--- config.mk ---
export PLATFORM = sky130hd
export DESIGN_NAME = decode_inst_queue
export DESIGN_NICKNAME = d
export VERILOG_FILES = /design/src/rtl/decode_inst_queue_pkg.sv /design/src/rtl/decode_inst_queue_predecode.sv /design/src/rtl/decode_inst_queue.sv
export SDC_FILE = /design/constraint.sdc
export NUM_CORES = 1
export LEC_CHECK = 0
export ABC_AREA = 1
export BUFFER_PORTS_ARGS = -buffer_cell sky130_fd_sc_hd__buf_2
export CORE_ASPECT_RATIO = 1.25
export CORE_MARGIN = 1
export CORE_UTILIZATION = 50
export DETAILED_ROUTE_END_ITERATION = 8
export GPL_ROUTABILITY_DRIVEN = 1
export GPL_TIMING_DRIVEN = 0
export PLACE_DENSITY = 0.7
export SETUP_SLACK_MARGIN = 0.15
export SLEW_MARGIN = 5
export SYNTH_ARGS = -nofsm -noshare
export SYNTH_HDL_FRONTEND = slang
export SYNTH_HIERARCHICAL = 1
export SYNTH_SLANG_ARGS = --single-unit
--- constraint.sdc ---
create_clock -name clk -period 4.6 [get_ports clk]
set_clock_uncertainty 0.1 [all_clocks]
set_input_delay 0.69 -clock clk [delete_from_list [all_inputs] [get_ports clk]]
set_output_delay 0.69 -clock clk [all_outputs]
set_load 0.005 [all_outputs]
--- src/rtl/decode_inst_queue_pkg.sv ---
// Shared MIPS-I opcode/funct/rt constants and exception-code bit positions
// used by the fetch/decode instruction queue and its pre-decoder.
package decode_inst_queue_pkg;

  localparam int INSTR_W = 32;
  localparam int EXC_W   = 8;

  // exc_code bit positions: {4'b0, ri, syscall, break, eret}
  localparam int EXC_ERET_BIT    = 0;
  localparam int EXC_BREAK_BIT   = 1;
  localparam int EXC_SYSCALL_BIT = 2;
  localparam int EXC_RI_BIT      = 3;

  // primary opcodes
  localparam logic [5:0] R_TYPE      = 6'h00;
  localparam logic [5:0] REGIMM_INST = 6'h01;
  localparam logic [5:0] J_INST      = 6'h02;
  localparam logic [5:0] JAL_INST    = 6'h03;
  localparam logic [5:0] BEQ         = 6'h04;
  localparam logic [5:0] BNE         = 6'h05;
  localparam logic [5:0] BLEZ        = 6'h06;
  localparam logic [5:0] BGTZ        = 6'h07;
  localparam logic [5:0] ADDI        = 6'h08;
  localparam logic [5:0] ADDIU       = 6'h09;
  localparam logic [5:0] SLTI        = 6'h0a;
  localparam logic [5:0] SLTIU       = 6'h0b;
  localparam logic [5:0] ANDI        = 6'h0c;
  localparam logic [5:0] ORI         = 6'h0d;
  localparam logic [5:0] XORI        = 6'h0e;
  localparam logic [5:0] LUI         = 6'h0f;
  localparam logic [5:0] COP0_INST   = 6'h10;
  localparam logic [5:0] LB          = 6'h20;
  localparam logic [5:0] LH          = 6'h21;
  localparam logic [5:0] LW          = 6'h23;
  localparam logic [5:0] LBU         = 6'h24;
  localparam logic [5:0] LHU         = 6'h25;
  localparam logic [5:0] SB          = 6'h28;
  localparam logic [5:0] SH          = 6'h29;
  localparam logic [5:0] SW          = 6'h2b;

  // R_TYPE funct codes
  localparam logic [5:0] SLL     = 6'h00;
  localparam logic [5:0] SRL     = 6'h02;
  localparam logic [5:0] SRA     = 6'h03;
  localparam logic [5:0] SLLV    = 6'h04;
  localparam logic [5:0] SRLV    = 6'h06;
  localparam logic [5:0] SRAV    = 6'h07;
  localparam logic [5:0] JR      = 6'h08;
  localparam logic [5:0] JALR    = 6'h09;
  localparam logic [5:0] SYSCALL = 6'h0c;
  localparam logic [5:0] BREAK   = 6'h0d;
  localparam logic [5:0] MFHI    = 6'h10;
  localparam logic [5:0] MTHI    = 6'h11;
  localparam logic [5:0] MFLO    = 6'h12;
  localparam logic [5:0] MTLO    = 6'h13;
  localparam logic [5:0] MULT    = 6'h18;
  localparam logic [5:0] MULTU   = 6'h19;
  localparam logic [5:0] DIV     = 6'h1a;
  localparam logic [5:0] DIVU    = 6'h1b;
  localparam logic [5:0] ADD     = 6'h20;
  localparam logic [5:0] ADDU    = 6'h21;
  localparam logic [5:0] SUB     = 6'h22;
  localparam logic [5:0] SUBU    = 6'h23;
  localparam logic [5:0] AND_OP  = 6'h24;
  localparam logic [5:0] OR_OP   = 6'h25;
  localparam logic [5:0] XOR_OP  = 6'h26;
  localparam logic [5:0] NOR_OP  = 6'h27;
  localparam logic [5:0] SLT     = 6'h2a;
  localparam logic [5:0] SLTU    = 6'h2b;

  // REGIMM rt codes
  localparam logic [4:0] BLTZ   = 5'h00;
  localparam logic [4:0] BGEZ   = 5'h01;
  localparam logic [4:0] BLTZAL = 5'h10;
  localparam logic [4:0] BGEZAL = 5'h11;

  // COP0 rs codes
  localparam logic [4:0] MFC0 = 5'h00;
  localparam logic [4:0] MTC0 = 5'h04;

  localparam logic [INSTR_W-1:0] ERET = 32'h42000018;

endpackage

--- src/rtl/decode_inst_queue_predecode.sv ---
// Combinational pre-decoder: classifies one instruction word as branch/jump
// and flags the exceptions decode will need (eret, break, syscall, reserved).
module inst_predecode
  import decode_inst_queue_pkg::*;
(
  input  logic [INSTR_W-1:0] instr,
  output logic               is_branch,
  output logic [EXC_W-1:0]   exc_code
);

  logic [5:0]  opcode;
  logic [4:0]  rs;
  logic [4:0]  rt;
  logic [5:0]  funct;
  logic [10:0] low_bits;

  assign opcode   = instr[31:26];
  assign rs       = instr[25:21];
  assign rt       = instr[20:16];
  assign funct    = instr[5:0];
  assign low_bits = instr[10:0];

  logic ri;
  logic is_syscall;
  logic is_break;
  logic is_eret;

  // Classify the word; anything not matched below stays reserved.
  always_comb begin
    is_branch  = 1'b0;
    ri         = 1'b1;
    is_syscall = 1'b0;
    is_break   = 1'b0;
    is_eret    = 1'b0;
    if (instr == ERET) begin
      is_eret = 1'b1;
      ri      = 1'b0;
    end else begin
      case (opcode)
        R_TYPE: begin
          case (funct)
            JR, JALR: begin
              is_branch = 1'b1;
              ri        = 1'b0;
            end
            SYSCALL: begin
              is_syscall = 1'b1;
              ri         = 1'b0;
            end
            BREAK: begin
              is_break = 1'b1;
              ri       = 1'b0;
            end
            SLL, SRL, SRA, SLLV, SRLV, SRAV,
            MFHI, MTHI, MFLO, MTLO, MULT, MULTU, DIV, DIVU,
            ADD, ADDU, SUB, SUBU, AND_OP, OR_OP, XOR_OP, NOR_OP,
            SLT, SLTU: ri = 1'b0;
            default:   ri = 1'b1;
          endcase
        end
        REGIMM_INST: begin
          if (rt == BLTZ || rt == BGEZ || rt == BLTZAL || rt == BGEZAL) begin
            is_branch = 1'b1;
            ri        = 1'b0;
          end
        end
        BEQ, BNE, J_INST, JAL_INST: begin
          is_branch = 1'b1;
          ri        = 1'b0;
        end
        BLEZ, BGTZ: begin
          if (rt == '0) begin
            is_branch = 1'b1;
            ri        = 1'b0;
          end
        end
        LB, LH, LW, LBU, LHU, SB, SH, SW,
        ADDI, ADDIU, SLTI, SLTIU, ANDI, ORI, XORI: ri = 1'b0;
        LUI: ri = (rs != '0);
        COP0_INST: ri = !(((rs == MFC0) || (rs == MTC0)) && (low_bits == '0));
        default: ri = 1'b1;
      endcase
    end
  end

  // Pack the flags into the exception code byte.
  always_comb begin
    exc_code                  = '0;
    exc_code[EXC_ERET_BIT]    = is_eret;
    exc_code[EXC_BREAK_BIT]   = is_break;
    exc_code[EXC_SYSCALL_BIT] = is_syscall;
    exc_code[EXC_RI_BIT]      = ri;
  end

endmodule

--- src/rtl/decode_inst_queue.sv ---
// Instruction queue between fetch and decode. Words are pre-decoded as they
// are pushed and the flags are stored with each entry, so decode sees them
// registered on the head. A decode stall never back-pressures fetch until
// the queue is actually full.
module decode_inst_queue
  import decode_inst_queue_pkg::*;
#(
  parameter int                DEPTH    = 4,
  parameter int                DATA_W   = 32,
  parameter logic [DATA_W-1:0] RESET_PC = 32'hbfc00000
) (
  input  logic                     clk,
  input  logic                     resetn,
  input  logic                     flush,
  input  logic                     in_valid,
  output logic                     in_ready,
  input  logic [DATA_W-1:0]        in_pc,
  input  logic [DATA_W-1:0]        in_instr,
  output logic                     out_valid,
  input  logic                     out_ready,
  output logic [DATA_W-1:0]        out_pc,
  output logic [DATA_W-1:0]        out_instr,
  output logic                     out_is_in_slot,
  output logic                     out_is_branch,
  output logic [EXC_W-1:0]         out_exc_code,
  output logic [$clog2(DEPTH):0]   count
);

  localparam int AW      = $clog2(DEPTH);
  localparam int PTR_W   = AW + 1;
  localparam int ENTRY_W = 2 * DATA_W + 1 + 1 + EXC_W;

  // Entry layout, MSB first: {pc, instr, in_slot, is_branch, exc_code}
  logic [ENTRY_W-1:0] mem_q [DEPTH];

  logic [PTR_W-1:0] head_q;
  logic [PTR_W-1:0] tail_q;
  logic [PTR_W-1:0] count_q;
  logic             prev_branch_q;

  logic [AW-1:0] head_idx;
  logic [AW-1:0] tail_idx;
  logic          empty;
  logic          full;
  logic          push;
  logic          pop;

  logic             pd_branch;
  logic [EXC_W-1:0] pd_exc;

  assign head_idx = head_q[AW-1:0];
  assign tail_idx = tail_q[AW-1:0];
  assign empty    = (head_q == tail_q);
  assign full     = (head_idx == tail_idx) && (head_q[AW] != tail_q[AW]);

  // Flush wins over both handshakes; the word offered alongside it is lost.
  assign push = in_valid && !full && !flush;
  assign pop  = out_ready && !empty && !flush;

  inst_predecode u_predecode (
    .instr     (in_instr[INSTR_W-1:0]),
    .is_branch (pd_branch),
    .exc_code  (pd_exc)
  );

  // Entry storage: written at the tail on push, cleared only by reset.
  always_ff @(posedge clk or negedge resetn) begin
    if (!resetn) begin
      for (int i = 0; i < DEPTH; i++) begin
        mem_q[i] <= '0;
      end
    end else if (push) begin
      mem_q[tail_idx] <= {in_pc, in_instr, prev_branch_q, pd_branch, pd_exc};
    end
  end

  // Pointers, occupancy and delay-slot tracking.
  always_ff @(posedge clk or negedge resetn) begin
    if (!resetn) begin
      head_q        <= '0;
      tail_q        <= '0;
      count_q       <= '0;
      prev_branch_q <= 1'b0;
    end else if (flush) begin
      head_q        <= '0;
      tail_q        <= '0;
      count_q       <= '0;
      prev_branch_q <= 1'b0;
    end else begin
      if (push) begin
        tail_q        <= tail_q + PTR_W'(1);
        prev_branch_q <= pd_branch;
      end
      if (pop) begin
        head_q <= head_q + PTR_W'(1);
      end
      case ({push, pop})
        2'b10:   count_q <= count_q + PTR_W'(1);
        2'b01:   count_q <= count_q - PTR_W'(1);
        default: count_q <= count_q;
      endcase
    end
  end

  // Head presentation; an empty queue shows the reset pc and clear flags.
  always_comb begin
    out_pc         = RESET_PC;
    out_instr      = '0;
    out_is_in_slot = 1'b0;
    out_is_branch  = 1'b0;
    out_exc_code   = '0;
    if (!empty) begin
      {out_pc, out_instr, out_is_in_slot, out_is_branch, out_exc_code} = mem_q[head_idx];
    end
  end

  assign out_valid = !empty;
  assign in_ready  = !full;
  assign count     = count_q;

endmodule

==> flow_metrics.env, run 1 <==
export IMPL_yosysMostFrequentCell="nand2_1"
export IMPL_ir_worst_vdd_mv=0.3275
export IMPL_cts_sink_count=306
export IMPL_status="completed"
export IMPL_detailed_place_hpwl_mm=30.25
export IMPL_reg2reg_from="head_q[0]"
export IMPL_synth_ff_type="dfrtp_1"
export IMPL_grt_max_degree=91
export IMPL_syn_to_final_growth_pct=15.60
export IMPL_rr_endpoint="count[2]"
export IMPL_ff2ff_path_depth=15
export IMPL_fp_coreArea_mm2=0.02832
export IMPL_rsz0062_at_grt="no"
export IMPL_first_pass_iters=7
export IMPL_ctsResizeCount=0
export IMPL_final_nets=2047
export IMPL_hold_class="in -> reg"
export IMPL_p_leak_nw=8.586
export IMPL_die_area_mm2=0.02940
export IMPL_insertion_delay_ns=0.57
export IMPL_antenna_cells=0
export IMPL_grt_usage_pct=30.43
export IMPL_grt_pass1_vias=12940
export IMPL_fp_row_count=69
export IMPL_io_pins=148
export IMPL_wl_met2_mm=21.25
export IMPL_ys_types=33
export IMPL_pre_cts_slack_ns=1.386
export IMPL_root_buffer="clkbuf_16"
export IMPL_grt_pass1_wl_mm=69.88
export IMPL_worstSetupPathType="reg -> out"
export IMPL_cts_tree="yes"
export IMPL_fmax_mhz=256.8
export IMPL_crit_arrival_ns=3.10
export IMPL_drtIter0Drc=1250
export IMPL_hold_end="count[1]"
export IMPL_yosysWarnings=6
export IMPL_tightest_slew_ns=0.7750
export IMPL_synthDominantCellAreaShare_pct=53.34
export IMPL_synth_seq_cells=306
export IMPL_vias=13162
export IMPL_initial_core_util_pct=50.69
export IMPL_yosysTopAreaCell="dfrtp_1"
export IMPL_period_minus_slack_ns=3.893
export IMPL_portBuffers=147
export IMPL_cp_start_kind="register"
export IMPL_hp_start="flush"
export IMPL_stdcell_count=2348
export IMPL_cellPowerDensity_mw_per_mm2=497.9
export IMPL_hold_violations=0
export IMPL_ff2ff_setup_slack_ns=1.99
export IMPL_synth_edf_count=0
export IMPL_hold_path_depth=4
export IMPL_fin_util_pct=58.60
export IMPL_crit_required_ns=3.81
export IMPL_finalSetupViolations=0
export IMPL_critical_path_max_fanout=10
export IMPL_async_reset_ff_share_pct=100.0
export IMPL_met1_length_mm=18.34
export IMPL_setup_slack_ns=0.7066
export IMPL_die_w_um=153.6
export IMPL_antenna_found_initial=0
export IMPL_die_height_um=191.4
export IMPL_ant_nets=0
export IMPL_cts_path_max_buffers=3
export IMPL_synth_area_mm2=0.01436
export IMPL_slew_headroom_pct=48.33
export IMPL_avgViaCountPerCell=5.606
export IMPL_routed_wl_mm=44.10
export IMPL_path_clk_slew_ns=0.06
export IMPL_grt_overflow_total=0
export IMPL_synth_cells=1785
export IMPL_cts_buffers=31
export IMPL_cts_max_level=1
export IMPL_avgSynthCellArea_um2=8.042
export IMPL_max_cap_violations=0
export IMPL_place_congestion=0.8859
export IMPL_highest_layer="met4"
export IMPL_wl_met3_mm=2.756
export IMPL_slew_viol_final=0
export IMPL_synthTopCellsByCount="nand2_1, dfrtp_1, o21ai_0"
export IMPL_synth_area_leaders="dfrtp_1, nand2_1, o21ai_0"
export IMPL_layout_drive_gt1_share_pct=14.40
export IMPL_timing_final_crit_share_pct=84.64
export IMPL_place_inst=2293
export IMPL_drcViolationCount=0
export IMPL_cp_end_kind="output port"
export IMPL_wire_per_inst_um=18.78
export IMPL_seq_area_frac_synth_pct=53.34
## cell families (layout without fill, tap and decap cells)
kind of cell | count (synthesis) | in the layout | share of synthesized area, %
other | 1 | 4 | 0.02612
adder cells (fa/ha/maj) | 6 | 6 | 0.5753
buffers and inverters | 289 | 494 | 8.795
AND/OR/NAND/NOR | 649 | 649 | 17.74
XOR/XNOR | 1 | 1 | 0.06102
AO/OA/AOI/OAI | 533 | 533 | 19.46
flip-flops | 306 | 306 | 53.34
## power breakdown
group | switching, mW | total (mW) | internal (mW) | leakage, nW
Sequential | 0.367 | 3.75 | 3.39 | 3.96
Combinational | 1.30 | 2.10 | 0.799 | 4.17
Clock | 1.05 | 2.41 | 1.36 | 0.458
## metal layers
| layer | GRT usage (%) | vias to the layer above |
|---|---|---|
| li1 | - | 6160 |
| met1 | 39.69 | 6339 |
| met2 | 51.59 | 556 |
| met3 | 3.265 | 107 |
| met4 | 13.15 | 0 |
| met5 | 0 | - |
## worst max-delay path, stage by stage, from the launching register on
cell and delay, ns:
dfrtp_1 0.48, inv_2 0.25, clkbuf_1 0.63, clkbuf_1 0.55
nor2_1 0.09, o22ai_1 0.19, nand2_1 0.07, inv_1 0.14
buf_2 0.13
## stage by stage
| stage | cell area [um^2] | total power, mW | TNS (ns) | hold slack, ns |
|---|---|---|---|---|
| floorplan | 14370 | 5.033 | 0 | 0.2944 |
| global placement | 15550 | 5.781 | -914.50 | 0.3598 |
| detailed placement | 15640 | 5.865 | 0 | 0.3678 |
| CTS | 16590 | 8.270 | 0 | 0.2922 |
| global route | 16590 | 8.771 | 0 | 0.3173 |
| finish | 16590 | 8.263 | 0 | 0.3078 |
## registers in the layout (all words and copies together), names as in the netlist
register       flops
count              3
head_q             3
mem_q            296
prev_branch_q      1
tail_q             3
## what timing repair did
action,4_1_cts,5_1_grt
buffers inserted,0,0
hold buffers,1,0
endpoints found under the hold margin,45,0
## area by class of cell
class,instances,area [um^2]
Timing Repair Buffer,151,838.3
Clock inverter,8,73.82
Multi-Input combinational cell,1193,5446
Tap cell,355,444.2
Buffer,128,655.6
Inverter,161,606.8
Fill cell,2701,11720
Clock buffer,46,872.1
Sequential cell,306,7657
## worst max path at each step
stage	slack [ns]	cells past startpoint	start	endpoint
after detailed placement	1.39	8	head_q[0]	out_instr[18]
final	0.71	8	head_q[0]	out_instr[27]
after global routing	0.55	8	head_q[0]	out_instr[17]
after global placement	-3.02	1	resetn	mem_q[248]
after CTS	0.74	8	head_q[0]	out_pc[5]
after floorplan	2.41	7	head_q[0]	out_instr[11]
## placed cells by master, fill, tap and decap left out, types with 3 or more instances in the layout
cell type	n
o221ai_1	9
clkbuf_1	63
clkbuf_16	31
clkinv_2	4
inv_2	4
dfrtp_1	306
nand2_1	429
conb_1	4
nor2_1	177
o21ai_1	217
nand3_1	20
ha_1	5
nor2_2	6
o22ai_1	66
o21ai_0	235
buf_4	15
buf_16	3
buf_1	6
buf_2	193
nand2_2	7
inv_1	156
buf_6	8
clkbuf_8	4
Note: power is estimated with default switching activity, not from simulation.
==> inputs of run 2 (changes only) <==
==> constraint.sdc (replaced) <==
create_clock -name clk -period 4.05 [get_ports clk]
set_clock_uncertainty 0.1 [all_clocks]
set_input_delay 0.6075 -clock clk [delete_from_list [all_inputs] [get_ports clk]]
set_output_delay 0.6075 -clock clk [all_outputs]
set_load 0.005 [all_outputs]
==> run 2 against run 1 <==
Against the previous run: non-clock buffer count did not move; critical path type unchanged; clock power rose by 14%; die area did not move.
==> flow_metrics.env, run 2 (synthesis gave the netlist of run 1 again) <==
export IMPL_crit_required_ns=3.34
export IMPL_p_leak_nw=8.588
export IMPL_grt_pass1_wl_mm=69.88
export IMPL_final_common_cell="nand2_1"
export IMPL_period_minus_slack_ns=3.645
export IMPL_ir_worst_vdd_mv=0.3722
export IMPL_grt_max_degree=91
export IMPL_root_buffer="clkbuf_16"
export IMPL_p_sw_mw=3.091
export IMPL_whs_ns=0.2255
export IMPL_cts_path_max_buffers=3
export IMPL_routed_wl_mm=44.15
export IMPL_avgViaCountPerCell=5.621
export IMPL_worstSetupPathType="reg -> out"
export IMPL_slew_headroom_pct=51.88
export IMPL_final_nets=2047
export IMPL_seq_area_mm2=0.007657
export IMPL_antenna_found_initial=0
export IMPL_rsz0062_at_grt="no"
export IMPL_multi_input_area_mm2=0.005446
export IMPL_cts_buffers=31
export IMPL_slew_viol_final=0
export IMPL_wire_per_inst_um=18.80
export IMPL_fmax_mhz=274.3
export IMPL_top_register="mem_q"
export IMPL_initial_core_util_pct=50.69
export IMPL_status="completed"
export IMPL_cellPowerDensity_mw_per_mm2=565.7
export IMPL_finalPower_mw=9.388
export IMPL_syn_to_final_growth_pct=15.61
export IMPL_cts_max_level=1
export IMPL_first_pass_iters=7
export IMPL_insertion_delay_ns=0.57
export IMPL_die_w_um=153.6
export IMPL_ff2ff_setup_slack_ns=1.43
export IMPL_max_cap_violations=0
export IMPL_fin_tns_setup_ns=0
export IMPL_hold_violations=0
export IMPL_post_cts_setup_buffers=0
export IMPL_cp_end_kind="output port"
export IMPL_p_comb_share_pct=25.4
export IMPL_p_clk_share_pct=29.2
export IMPL_tightest_slew_ns=0.7218
export IMPL_io_pins=148
export IMPL_crit_arrival_ns=2.94
export IMPL_timing_final_crit_share_pct=90.01
export IMPL_critical_path_max_fanout=10
export IMPL_layout_drive_gt1_share_pct=14.45
export IMPL_largest_reg_flops=296
export IMPL_fp_coreArea_mm2=0.02832
export IMPL_portBuffers=147
export IMPL_p_seq_share_pct=45.4
export IMPL_path_clk_slew_ns=0.06
export IMPL_cp_start_kind="register"
export IMPL_antenna_cells=0
export IMPL_detailed_place_hpwl_mm=30.25
export IMPL_mostFrequentLayoutCells="nand2_1, dfrtp_1, o21ai_0, o21ai_1, buf_2"
export IMPL_cts_sink_count=306
export IMPL_die_height_um=191.4
export IMPL_grt_usage_pct=30.43
export IMPL_grt_pass1_vias=12940
export IMPL_die_area_mm2=0.02940
export IMPL_place_inst=2293
export IMPL_intPower_mw=6.297
export IMPL_final_fill_count=2700
export IMPL_drcViolationCount=0
export IMPL_p_sw_share_pct=32.93
export IMPL_stdcell_count=2348
export IMPL_vias=13197
export IMPL_fin_util_pct=58.61
export IMPL_drtIter0Drc=1234
export IMPL_hold_class="in -> reg"
export IMPL_place_congestion=0.8859
export IMPL_fp_row_count=69
export IMPL_cts_tree="yes"
export IMPL_finalSetupViolations=0
export IMPL_grt_overflow_total=0
export IMPL_ant_nets=0
==> run 2: cell counts in the layout (fill, tap and decap cells not counted) <==
No cell type changed its count.
==> run 2: power groups by stage <==
stage	Combinational (mW)	Clock [mW]	Sequential, mW
floorplan	1.53	0	4.19
global placement	2.30	0	4.27
detailed placement	2.37	0	4.29
CTS	2.38	2.76	4.25
global route	2.72	2.90	4.35
finish	2.38	2.74	4.27
==> run 2: worst paths after layout <==
path	start	endpoint	cells after the start
min in group asynchronous	resetn	mem_q[48]	2
worst min register to register	mem_q[158]	mem_q[158]	2
worst max-delay path	head_q[0]	out_instr[17]	9
max in group asynchronous	resetn	mem_q[26]	4
worst min-delay path	flush	count[1]	4
worst max register to register	head_q[0]	count[2]	15
==> run 2: metrics by stage <==
| step | instance area (um^2) | worst slack [ns] |
|---|---|---|
| 6_report | 16600 | 0.4046 |
| 4_1_cts | 16590 | 0.2770 |
| 2_1_floorplan | 14370 | 1.945 |
| 5_1_grt | 16600 | 0.2211 |
| 3_3_place_gp | 15550 | -3.491 |
| 3_5_place_dp | 15640 | 0.9187 |
==> run 2: cell type report <==
cell class	count	share of cell area, %
flip-flops and latches	306	46.14
clock inverters	8	0.4448
multi-input cells	1193	32.82
inverters	161	3.657
clock buffers	46	5.255
well taps	355	2.676
plain buffers	128	3.958
repair buffers	151	5.051
==> run 2: critical path, cell delays in order (launching register included) <==
cell and delay (ns):
dfrtp_1 0.50, inv_2 0.19, nand2_1 0.12, nand2_2 0.09
nand3_1 0.20, buf_2 0.41, buf_1 0.54, nand2_1 0.13
inv_1 0.08, buf_2 0.11
==> run 2: metal layers <==
metal	vias up	GRT usage [%]	share of wire (%)
li1	6160	-	-
met1	6374	39.69	41
met2	557	51.59	48
met3	106	3.265	6.6
met4	0	13.15	3.9
met5	-	0	0
==> run 2: timing repair <==
item                                    4_1_cts  5_1_grt
endpoints found under the hold margin        45        0
gates resized for setup                       0        2
hold buffers                                  1        0
endpoints found under the setup margin        0        3
==> inputs of run 3 (changes only) <==
--- a/config.mk
+++ b/config.mk
@@ -10,12 +10,13 @@
 export CORE_ASPECT_RATIO = 1.25
 export CORE_MARGIN = 1
 export CORE_UTILIZATION = 50
+export CTS_BUF_LIST = sky130_fd_sc_hd__clkbuf_8 sky130_fd_sc_hd__clkbuf_16
 export DETAILED_ROUTE_END_ITERATION = 8
 export GPL_ROUTABILITY_DRIVEN = 1
 export GPL_TIMING_DRIVEN = 0
 export PLACE_DENSITY = 0.7
 export SETUP_SLACK_MARGIN = 0.15
-export SLEW_MARGIN = 5
+export SLEW_MARGIN = 40
 export SYNTH_ARGS = -nofsm -noshare
 export SYNTH_HDL_FRONTEND = slang
 export SYNTH_HIERARCHICAL = 1
==> run 3 against run 2 <==
Against the previous run: sequential cell count is the same; highest routed layer unchanged; sequential share of layout area shrank 0.35 points; cell area grew 0.75%; critical path depth is the same; via count grew 0.94%; first-iteration DRC count shrank 4.3%; final cell count is essentially flat; largest power group unchanged; global-route usage shrank 0.053 points; clock-buffer cell count shrank 10; maximum frequency grew 0.36%.
==> flow_metrics.env, run 3 (synthesis gave the netlist of run 1 again) <==
export IMPL_path_buf_inv=5
export IMPL_reg2reg_from="head_q[0]"
export IMPL_insertion_delay_ns=0.57
export IMPL_die_height_um=191.4
export IMPL_tightest_slew_ns=0.7366
export IMPL_critical_path_max_fanout=10
export IMPL_p_sw_mw=3.122
export IMPL_timing_final_crit_share_pct=89.69
export IMPL_vias=13321
export IMPL_layout_drive_gt1_share_pct=14.94
export IMPL_cellPowerDensity_mw_per_mm2=575.0
export IMPL_intPower_mw=6.493
export IMPL_mostFrequentLayoutCells="nand2_1, dfrtp_1, o21ai_0, o21ai_1, buf_2"
export IMPL_drcViolationCount=0
export IMPL_ant_nets=0
export IMPL_max_cap_violations=0
export IMPL_fp_row_count=69
export IMPL_hold_violations=0
export IMPL_cp_start_kind="register"
export IMPL_wire_per_inst_um=18.75
export IMPL_period_minus_slack_ns=3.632
export IMPL_largest_reg_flops=296
export IMPL_grt_overflow_total=0
export IMPL_hold_class="in -> reg"
export IMPL_cpPeakStageDelay_ns=0.53
export IMPL_cts_max_level=1
export IMPL_cp_slowest_cell="buf_1"
export IMPL_die_area_mm2=0.02940
export IMPL_cts_sink_count=306
export IMPL_ff2ff_path_depth=15
export IMPL_die_w_um=153.6
export IMPL_p_clk_share_pct=30.8
export IMPL_drtIter0Drc=1181
export IMPL_crit_required_ns=3.34
export IMPL_cts_path_max_buffers=3
export IMPL_fin_tns_setup_ns=0
export IMPL_ir_worst_vdd_mv=0.3397
export IMPL_final_nets=2048
export IMPL_root_buffer="clkbuf_16"
export IMPL_place_inst=2294
export IMPL_status="completed"
export IMPL_antenna_found_initial=0
export IMPL_p_seq_share_pct=44.4
export IMPL_finalSetupViolations=0
export IMPL_whs_ns=0.2270
export IMPL_crit_arrival_ns=2.92
export IMPL_final_common_cell="nand2_1"
export IMPL_slew_viol_final=0
export IMPL_syn_to_final_growth_pct=16.48
export IMPL_cp_end_kind="output port"
export IMPL_stdcell_count=2350
export IMPL_place_congestion=0.8859
export IMPL_grt_max_degree=77
export IMPL_cts_tree="yes"
export IMPL_top_register="mem_q"
export IMPL_rsz0062_at_grt="no"
export IMPL_p_comb_share_pct=24.9
export IMPL_hold_path_depth=4
export IMPL_detailed_place_hpwl_mm=30.35
export IMPL_worstSetupPathType="reg -> out"
export IMPL_fmax_mhz=275.3
export IMPL_p_sw_share_pct=32.47
export IMPL_p_leak_nw=8.666
export IMPL_first_pass_iters=7
export IMPL_grt_usage_pct=30.38
export IMPL_routed_wl_mm=44.06
export IMPL_cts_buffers=31
export IMPL_ff2ff_setup_slack_ns=1.43
export IMPL_grt_pass1_wl_mm=69.82
export IMPL_grt_pass1_vias=12997
export IMPL_path_clk_slew_ns=0.06
export IMPL_hold_end="count[1]"
export IMPL_crit_family="buffers and inverters"
export IMPL_initial_core_util_pct=50.69
export IMPL_slew_headroom_pct=50.90
export IMPL_rr_endpoint="count[2]"
export IMPL_path_cells="inv_2 -> nand2_1 -> nand2_2 -> nand3_1 -> buf_2 -> buf_1 -> nand2_1 -> inv_1 -> buf_2"
export IMPL_portBuffers=147
export IMPL_io_pins=148
export IMPL_fp_coreArea_mm2=0.02832
export IMPL_avgViaCountPerCell=5.669
export IMPL_antenna_cells=0
export IMPL_hp_start="flush"
-- run 3: cell count changes in the layout (fill, tap and decap cells not counted) --
cell	before	now
clkbuf_1	62	51
inv_1	156	159
clkinv_2	4	7
bufinv_16	1	4
buf_12	0	1
clkinv_4	0	1
clkbuf_8	4	5
clkinvlp_4	2	3
-- run 3: area by class of cell --
| cell class | instances | area [um^2] |
|---|---|---|
| fill | 2666 | 11600 |
| buffer | 128 | 656.9 |
| inverter | 161 | 606.8 |
| tap | 355 | 444.2 |
| timing repair buffer | 152 | 858.3 |
| sequential | 306 | 7657 |
| multi-input combinational | 1193 | 5446 |
| clock buffer | 36 | 844.6 |
| clock inverter | 19 | 206.4 |
-- run 3: worst max-delay path by stage --
stage,cells past startpoint,startpoint,to,slack [ns]
2_1_floorplan,7,head_q[0],out_instr[11],1.94
3_3_place_gp,1,resetn,mem_q[248],-3.49
3_5_place_dp,8,head_q[0],out_instr[18],0.90
4_1_cts,8,head_q[0],out_instr[18],0.28
5_1_grt,9,head_q[0],out_instr[17],0.22
6_report,9,head_q[0],out_instr[17],0.42
-- run 3: what timing repair did --
item / CTS / global route
endpoints found under the hold margin: 38 / 0
buffers inserted: 0 / 0
endpoints found under the setup margin: 0 / 20
hold buffers: 1 / 0
resized for setup: 0 / 2
-- run 3: routing by layer --
metal	GRT usage [%]	share of wire [%]	wire (um)	up-vias
li1	-	-	-	6173
met1	39.31	41	18000	6437
met2	51.64	48	21280	604
met3	4.035	7.3	3212	107
met4	12.31	3.6	1565	0
met5	0	0	0	-
-- run 3: power by group through the flow --
stage	clock [mW]	sequential, mW	combinational [mW]
CTS	2.99	4.25	2.39
global placement	0	4.27	2.30
finish	2.96	4.26	2.39
floorplan	0	4.19	1.53
global route	3.12	4.35	2.71
detailed placement	0	4.30	2.37
-- run 3: worst min-delay path, stage by stage --
cell     delay, ns
buf_2         0.11
nor2_1        0.06
nand2_1       0.05
nand2_1       0.04
-- run 3: metrics by stage --
stage	util [%]	setup slack [ns]	power (mW)	cell area [um^2]
finish	59.05	0.4177	9.615	16720
global route	59.05	0.2175	10.18	16720
CTS	59.04	0.2776	9.630	16720
detailed placement	55.30	0.8992	6.667	15660
global placement	54.90	-3.491	6.566	15550
floorplan	-	1.945	5.717	14370
